## src/rtl/speed_mode_ctrl_if.sv

```systemverilog
// Button inputs and registered status/tick outputs of the speed-mode controller.
interface speed_mode_ctrl_if;
  logic       btn_mode;
  logic       btn_start;
  logic       btn_clear;
  logic [1:0] mode;
  logic       switch_clk;
  logic       switch_clk1;
  logic       run;
  logic       tick_counter;
  logic       tick_debounce;
  logic       clear_pulse;

  modport master (
    output btn_mode, btn_start, btn_clear,
    input  mode, switch_clk, switch_clk1, run, tick_counter, tick_debounce, clear_pulse
  );

  modport slave (
    input  btn_mode, btn_start, btn_clear,
    output mode, switch_clk, switch_clk1, run, tick_counter, tick_debounce, clear_pulse
  );
endinterface

```

## src/rtl/speed_mode_ctrl.sv

```systemverilog
// Speed-mode selector with IDLE/RUN/PAUSE control FSM, a run-gated counter
// divider and a free-running debounce divider; periods follow the current mode.
module speed_mode_ctrl #(
  parameter int unsigned DIV_SLOW = 100_000_000,
  parameter int unsigned DIV_MED  = 1_000_000,
  parameter int unsigned DIV_FAST = 100,
  parameter int unsigned DBN_SLOW = 1_000_000,
  parameter int unsigned DBN_MED  = 10_000,
  parameter int unsigned DBN_FAST = 1
) (
  input  logic              clk,
  input  logic              rst,
  speed_mode_ctrl_if.slave  bus
);

  localparam int unsigned DIV_MAX_SM = (DIV_SLOW > DIV_MED) ? DIV_SLOW : DIV_MED;
  localparam int unsigned DIV_MAX    = (DIV_MAX_SM > DIV_FAST) ? DIV_MAX_SM : DIV_FAST;
  localparam int unsigned DBN_MAX_SM = (DBN_SLOW > DBN_MED) ? DBN_SLOW : DBN_MED;
  localparam int unsigned DBN_MAX    = (DBN_MAX_SM > DBN_FAST) ? DBN_MAX_SM : DBN_FAST;
  localparam int unsigned CNT_W      = (DIV_MAX > 1) ? $clog2(DIV_MAX) : 1;
  localparam int unsigned DBN_W      = (DBN_MAX > 1) ? $clog2(DBN_MAX) : 1;

  localparam logic [1:0] MODE_SLOW = 2'b00;
  localparam logic [1:0] MODE_MED  = 2'b01;
  localparam logic [1:0] MODE_FAST = 2'b10;

  typedef enum logic [1:0] {
    ST_IDLE  = 2'd0,
    ST_RUN   = 2'd1,
    ST_PAUSE = 2'd2
  } state_e;

  state_e             state_q, state_d;
  logic [1:0]         mode_q, mode_d;
  logic               switch_clk_q, switch_clk_d;
  logic               switch_clk1_q, switch_clk1_d;
  logic               run_q, run_d;
  logic               tick_counter_q, tick_counter_d;
  logic               tick_debounce_q, tick_debounce_d;
  logic               clear_pulse_q, clear_pulse_d;
  logic [CNT_W-1:0]   cnt_q, cnt_d;
  logic [DBN_W-1:0]   dbn_q, dbn_d;
  logic               mode_prev_q, mode_prev_d;
  logic               start_prev_q, start_prev_d;
  logic               clear_prev_q, clear_prev_d;

  logic               mode_edge, start_edge, clear_edge;
  logic [CNT_W-1:0]   cnt_last;
  logic [DBN_W-1:0]   dbn_last;

  // Rising edges against the previous sampled level
  always_comb begin
    mode_edge  = bus.btn_mode  & ~mode_prev_q;
    start_edge = bus.btn_start & ~start_prev_q;
    clear_edge = bus.btn_clear & ~clear_prev_q;
  end

  // Terminal counts for the mode currently in force
  always_comb begin
    cnt_last = CNT_W'(DIV_SLOW - 1);
    dbn_last = DBN_W'(DBN_SLOW - 1);
    case (mode_q)
      MODE_MED: begin
        cnt_last = CNT_W'(DIV_MED - 1);
        dbn_last = DBN_W'(DBN_MED - 1);
      end
      MODE_FAST: begin
        cnt_last = CNT_W'(DIV_FAST - 1);
        dbn_last = DBN_W'(DBN_FAST - 1);
      end
      default: ;
    endcase
  end

  // Next-state and registered-output logic
  always_comb begin
    state_d         = state_q;
    mode_d          = mode_q;
    cnt_d           = cnt_q;
    dbn_d           = dbn_q;
    tick_counter_d  = 1'b0;
    tick_debounce_d = 1'b0;
    clear_pulse_d   = 1'b0;
    mode_prev_d     = bus.btn_mode;
    start_prev_d    = bus.btn_start;
    clear_prev_d    = bus.btn_clear;

    if (clear_edge) begin
      state_d       = ST_IDLE;
      clear_pulse_d = 1'b1;
    end else if (start_edge) begin
      case (state_q)
        ST_IDLE:  state_d = ST_RUN;
        ST_RUN:   state_d = ST_PAUSE;
        ST_PAUSE: state_d = ST_RUN;
        default:  state_d = ST_IDLE;
      endcase
    end

    // Code 11 is interpreted as SLOW, so its next step is MED
    if (mode_edge) begin
      case (mode_q)
        MODE_MED:  mode_d = MODE_FAST;
        MODE_FAST: mode_d = MODE_SLOW;
        default:   mode_d = MODE_MED;
      endcase
    end

    if (mode_edge || clear_edge) begin
      cnt_d = '0;
    end else if (state_q == ST_RUN) begin
      if (cnt_q >= cnt_last) begin
        cnt_d          = '0;
        tick_counter_d = 1'b1;
      end else begin
        cnt_d = cnt_q + CNT_W'(1);
      end
    end

    // A mode change restarts the debounce period from zero
    if (mode_edge) begin
      dbn_d = '0;
    end else if (dbn_q >= dbn_last) begin
      dbn_d           = '0;
      tick_debounce_d = 1'b1;
    end else begin
      dbn_d = dbn_q + DBN_W'(1);
    end

    switch_clk_d  = (mode_d == MODE_MED);
    switch_clk1_d = (mode_d == MODE_FAST);
    run_d         = (state_d == ST_RUN);
  end

  // State and output registers; edge history resets high so held buttons are ignored
  always_ff @(posedge clk or posedge rst) begin
    if (rst) begin
      state_q         <= ST_IDLE;
      mode_q          <= MODE_SLOW;
      switch_clk_q    <= 1'b0;
      switch_clk1_q   <= 1'b0;
      run_q           <= 1'b0;
      tick_counter_q  <= 1'b0;
      tick_debounce_q <= 1'b0;
      clear_pulse_q   <= 1'b0;
      cnt_q           <= '0;
      dbn_q           <= '0;
      mode_prev_q     <= 1'b1;
      start_prev_q    <= 1'b1;
      clear_prev_q    <= 1'b1;
    end else begin
      state_q         <= state_d;
      mode_q          <= mode_d;
      switch_clk_q    <= switch_clk_d;
      switch_clk1_q   <= switch_clk1_d;
      run_q           <= run_d;
      tick_counter_q  <= tick_counter_d;
      tick_debounce_q <= tick_debounce_d;
      clear_pulse_q   <= clear_pulse_d;
      cnt_q           <= cnt_d;
      dbn_q           <= dbn_d;
      mode_prev_q     <= mode_prev_d;
      start_prev_q    <= start_prev_d;
      clear_prev_q    <= clear_prev_d;
    end
  end

  assign bus.mode          = mode_q;
  assign bus.switch_clk    = switch_clk_q;
  assign bus.switch_clk1   = switch_clk1_q;
  assign bus.run           = run_q;
  assign bus.tick_counter  = tick_counter_q;
  assign bus.tick_debounce = tick_debounce_q;
  assign bus.clear_pulse   = clear_pulse_q;

endmodule
```

## src/flat_wrapper.sv

```systemverilog
// flat-port wrapper written by rule: the top's interface ports become plain ports
module speed_mode_ctrl_flat 
#(
  parameter int unsigned DIV_SLOW = 100_000_000,
  parameter int unsigned DIV_MED  = 1_000_000,
  parameter int unsigned DIV_FAST = 100,
  parameter int unsigned DBN_SLOW = 1_000_000,
  parameter int unsigned DBN_MED  = 10_000,
  parameter int unsigned DBN_FAST = 1
)
  (clk, rst, bus_btn_mode, bus_btn_start, bus_btn_clear, bus_mode, bus_switch_clk, bus_switch_clk1, bus_run, bus_tick_counter, bus_tick_debounce, bus_clear_pulse);
  speed_mode_ctrl_if bus_i ();
  input  logic clk;
  input  logic rst;
  input wire logic [$bits(bus_i.btn_mode)-1:0] bus_btn_mode;
  input wire logic [$bits(bus_i.btn_start)-1:0] bus_btn_start;
  input wire logic [$bits(bus_i.btn_clear)-1:0] bus_btn_clear;
  output wire logic [$bits(bus_i.mode)-1:0] bus_mode;
  output wire logic [$bits(bus_i.switch_clk)-1:0] bus_switch_clk;
  output wire logic [$bits(bus_i.switch_clk1)-1:0] bus_switch_clk1;
  output wire logic [$bits(bus_i.run)-1:0] bus_run;
  output wire logic [$bits(bus_i.tick_counter)-1:0] bus_tick_counter;
  output wire logic [$bits(bus_i.tick_debounce)-1:0] bus_tick_debounce;
  output wire logic [$bits(bus_i.clear_pulse)-1:0] bus_clear_pulse;
  assign bus_i.btn_mode = bus_btn_mode;
  assign bus_i.btn_start = bus_btn_start;
  assign bus_i.btn_clear = bus_btn_clear;
  assign bus_mode = bus_i.mode;
  assign bus_switch_clk = bus_i.switch_clk;
  assign bus_switch_clk1 = bus_i.switch_clk1;
  assign bus_run = bus_i.run;
  assign bus_tick_counter = bus_i.tick_counter;
  assign bus_tick_debounce = bus_i.tick_debounce;
  assign bus_clear_pulse = bus_i.clear_pulse;
  speed_mode_ctrl #(.DIV_SLOW(DIV_SLOW), .DIV_MED(DIV_MED), .DIV_FAST(DIV_FAST), .DBN_SLOW(DBN_SLOW), .DBN_MED(DBN_MED), .DBN_FAST(DBN_FAST)) u_core (.clk(clk), .rst(rst), .bus(bus_i));
endmodule
```

## config.mk

```make
export PLATFORM = sky130hd
export DESIGN_NAME = speed_mode_ctrl_flat
export DESIGN_NICKNAME = d
export VERILOG_FILES = /design/src/rtl/speed_mode_ctrl_if.sv /design/src/rtl/speed_mode_ctrl.sv /design/src/flat_wrapper.sv
export SDC_FILE = /design/constraint.sdc
export NUM_CORES = 1
export LEC_CHECK = 0
export CORE_AREA = 2 2 88 90
export CTS_CLUSTER_SIZE = 10
export DETAILED_ROUTE_END_ITERATION = 16
export DIE_AREA = 0 0 90 92
export HOLD_SLACK_MARGIN = 0.08
export PLACE_DENSITY = 0.76
export SYNTH_ARGS = -nofsm -noshare
export SYNTH_HDL_FRONTEND = slang
export SYNTH_SLANG_ARGS = --single-unit
export TNS_END_PERCENT = 5
```

## constraint.sdc

```tcl
create_clock -name clk -period 2.75 [get_ports clk]
set_clock_uncertainty 0.1 [all_clocks]
set_input_delay 0.275 -clock clk [delete_from_list [all_inputs] [get_ports clk]]
set_output_delay 0.275 -clock clk [all_outputs]
set_load 0.02 [all_outputs]
```

==> results of run 1 <==
[sequential cells by signal, indices dropped and copies added, names as in the netlist, 2 cells and up]
signal           flops
u_core.bus.mode      2
u_core.cnt_q        27
u_core.dbn_q        20
u_core.state_q       2
[area by class of cell]
| type | instances | area, um2 | share of cell area |
|---|---|---|---|
| Multi-Input combinational cell | 353 | 2560 | 0.518 |
| Sequential cell | 60 | 1510 | 0.306 |
| Timing Repair Buffer | 56 | 499 | 0.101 |
| Clock buffer | 10 | 128 | 0.0259 |
| Tap cell | 102 | 128 | 0.0259 |
| Clock inverter | 6 | 55.1 | 0.0112 |
| Inverter | 13 | 52.6 | 0.0107 |
| Timing Repair inverter | 1 | 7.51 | 0.00152 |
[timing repair]
action,4_1_cts,5_1_grt
buffers inserted,2,5
hold endpoints to repair,0,0
endpoints found under the setup margin,49,49
cloned,1,0
gates resized for setup,1,29
pin swaps,1,14
[cell families (layout without fill, tap and decap cells)]
family | count (synthesis) | count (layout) | synth area share
AO/OA/AOI/OAI | 74 | 74 | 0.144
adder cells (fa/ha/maj) | 30 | 30 | 0.0931
XOR/XNOR | 21 | 21 | 0.0456
multiplexers | 5 | 5 | 0.0124
flip-flops | 60 | 60 | 0.373
AND/OR/NAND/NOR | 223 | 223 | 0.283
buffers and inverters | 43 | 86 | 0.0484
[through the flow]
| step | setup slack, ns | util | hold WS (ns) | power [mW] | area (um2) |
|---|---|---|---|---|---|
| 6_report | -0.468 | 0.662 | 0.227 | 3.13 | 4930 |
| 4_1_cts | -0.374 | 0.634 | 0.240 | 2.96 | 4720 |
| 2_1_floorplan | -0.350 | - | 0.179 | 1.72 | 4080 |
| 3_5_place_dp | -0.444 | 0.606 | 0.432 | 2.14 | 4510 |
| 5_1_grt | -0.606 | 0.662 | 0.242 | 3.34 | 4930 |
| 3_3_place_gp | -0.354 | 0.606 | 0.426 | 2.08 | 4510 |
[worst min path at each step]
stage	start	endpoint	slack [ns]	depth (start not counted)
floorplan	bus_btn_clear	u_core.clear_prev_q	0.18	0
global placement	u_core.cnt_q[17]	u_core.cnt_q[17]	0.43	2
detailed placement	u_core.dbn_q[0]	u_core.dbn_q[0]	0.43	1
CTS	rst	u_core.cnt_q[12]	0.24	2
global route	bus_btn_clear	u_core.clear_prev_q	0.24	1
finish	rst	u_core.bus.switch_clk	0.23	2
[critical path: cells and delay by family, from the launching register on]
family	cells	cell delay [ns]
adder cells (fa/ha/maj)	2	0.58
AND/OR/NAND/NOR	3	0.52
flip-flops	1	0.42
buffers and inverters	3	0.43
AO/OA/AOI/OAI	3	1.03
[cells in the final DEF (no fill, tap or decap), types with 4 or more instances in the layout]
cell type,instances
a211oi_1,4
a21oi_1,7
and2_1,10
and3_1,4
and4_1,4
buf_4,38
clkbuf_8,9
clkdlybuf4s50_1,12
clkinv_2,5
dfrtp_1,55
ha_1,25
ha_4,5
inv_1,9
mux2i_1,5
nand2_1,59
nand3_1,20
nand4_1,19
nor2_1,32
nor2b_1,16
nor3_1,24
nor3_2,8
o2111ai_1,15
o21a_1,6
o21ai_0,9
xnor2_1,11
xor2_1,10
[power by group through the flow]
stage	combinational (mW)	clock, mW	sequential (mW)
3_3_place_gp	1.05	0	1.03
6_report	1.35	0.756	1.02
4_1_cts	1.17	0.769	1.02
5_1_grt	1.51	0.808	1.03
3_5_place_dp	1.11	0	1.03
2_1_floorplan	0.661	0	1.06
[metal layers]
| layer | part of all wire | track usage |
|---|---|---|
| met4 | 0.025 | 0.0910 |
| met3 | 0.062 | 0.0477 |
| met5 | 0 | 0 |
| met2 | 0.46 | 0.390 |
| met1 | 0.45 | 0.317 |
==> flow_summary.json, run 1 <==
{
  "ant_nets": 0,
  "slowest_delay_ns": 0.46,
  "switching_share": 0.355,
  "reg2reg_from": "u_core.bus.mode[1]",
  "routabilityCongestion": 0.854,
  "ys_types": 57,
  "seq_area_frac_synth": 0.373,
  "grt-ovfl-total": 0,
  "r2r_setup_slack_ns": -0.47,
  "slew_violations": 0,
  "placed_cells": 577,
  "r2r_end": "u_core.cnt_q[25]",
  "yosys-top-cells-area": "dfrtp_1, ha_1, nand2_1",
  "initial_core_util": 0.541,
  "drt_iter0_drc": 284,
  "cts_tree": "yes",
  "synth_seq_cells": 60,
  "max_freq_ghz": 0.311,
  "synthToLayoutAreaGrowth_pct": 22.4,
  "h-tree-depth": 3,
  "yosysMostFrequentCell": "nand2_1",
  "p_comb_frac": 0.432,
  "endpoint": "u_core.cnt_q[25]",
  "worst_ir_drop_vdd_mv": 0.719,
  "setup_viol": 49,
  "synth_fp_nets": 491,
  "cp_common_cell": "buf_4",
  "post-route-period-util": 1.17,
  "worst_ep_arrival_time_ns": 3.33,
  "vias": 3693,
  "cts_hold_buf": 0,
  "synth_enable_flop_cells": 0,
  "first_pass_iters": 5,
  "power_density_mw_per_mm2": 634,
  "worstPathRequired_ns": 2.86,
  "antenna_found_initial": 0,
  "violations": "negative setup slack",
  "leakage_nw": 2.15,
  "clock_sinks": 60,
  "synth_area_mm2": 0.00403,
  "io_pins": 13,
  "tightestPinTransition_ns": 0.605,
  "fill_cells": 592,
  "numCtsBuffers": 9,
  "syn-instance-count": 456,
  "drive_above_1_share": 0.204,
  "seqPwrFrac": 0.326,
  "grt_pass1_vias": 3487,
  "grt_usage": 0.240,
  "clockPowerShare": 0.242,
  "syn_avg_cell_area_um2": 8.84,
  "grt_setup_unrepaired": "true",
  "core_area_mm2": 0.00745,
  "die_y_um": 92,
  "die_w_um": 90,
  "status": "finished, violations left",
  "cp_max_fo": 5,
  "finalNetCount": 529,
  "endpoint_kind": "register",
  "num_rows": 32,
  "n_antenna_cell": 0,
  "critPathLaunch": "u_core.bus.mode[1]",
  "fin_crit_ns": 3.22,
  "yosys.area.top_type": "dfrtp_1",
  "clk_pin_slew_worst_paths_ns": 0.06,
  "synth_commonest_cells": "nand2_1, dfrtp_1, nor3_1",
  "cts_buffer_depth": 2,
  "dp.final_hpwl_um": 6750,
  "worst-setup-path-type": "register to register",
  "slowest_stage": "o41ai_1",
  "p_int_mw": 2.02,
  "drv_cap": 0,
  "setup_tns_ns": -10.60,
  "worstRegToRegCells": 11,
  "remaining_drc_errors": 0,
  "totalWireLength_um": 9720,
  "hp-class": "input port to async pin",
  "synth_top_area_share": 0.354,
  "crit_chain": "ha_4 -> clkinvlp_4 -> buf_4 -> buf_4 -> ha_1 -> a211o_1 -> a211oi_2 -> nor3_2 -> nor3_4 -> nand3_2 -> o41ai_1",
  "synth-async-reset-ratio": 1.00,
  "insertion_delay_ns": 0.35,
  "wl_per_cell_um": 16.2,
  "switching_power_mw": 1.11,
  "ys_warn_count": 0,
  "portBuffers": 12,
  "grt_max_degree": 34,
  "hold_violations": 0,
  "start_kind": "register",
  "die-area_mm2": 0.00828,
  "stdcell_count": 601,
  "grt_pass1_wl_um": 16000,
  "synthFlopType": "dfrtp_1",
  "setup_ws_ns": -0.468,
  "slew_headroom": 0.596,
  "via_per_inst": 6.14,
  "cts_root_buffer": "clkbuf_8"
}
No activity file was read; power rests on OpenSTA's default activity.
==> run 2: changes to the inputs <==
- CAP_MARGIN: unset -> 0
- CTS_CLUSTER_SIZE: 10 -> unset
==> results of run 2 <==
Same layout as run 1: the final DEF is identical, and so are final timing and power.
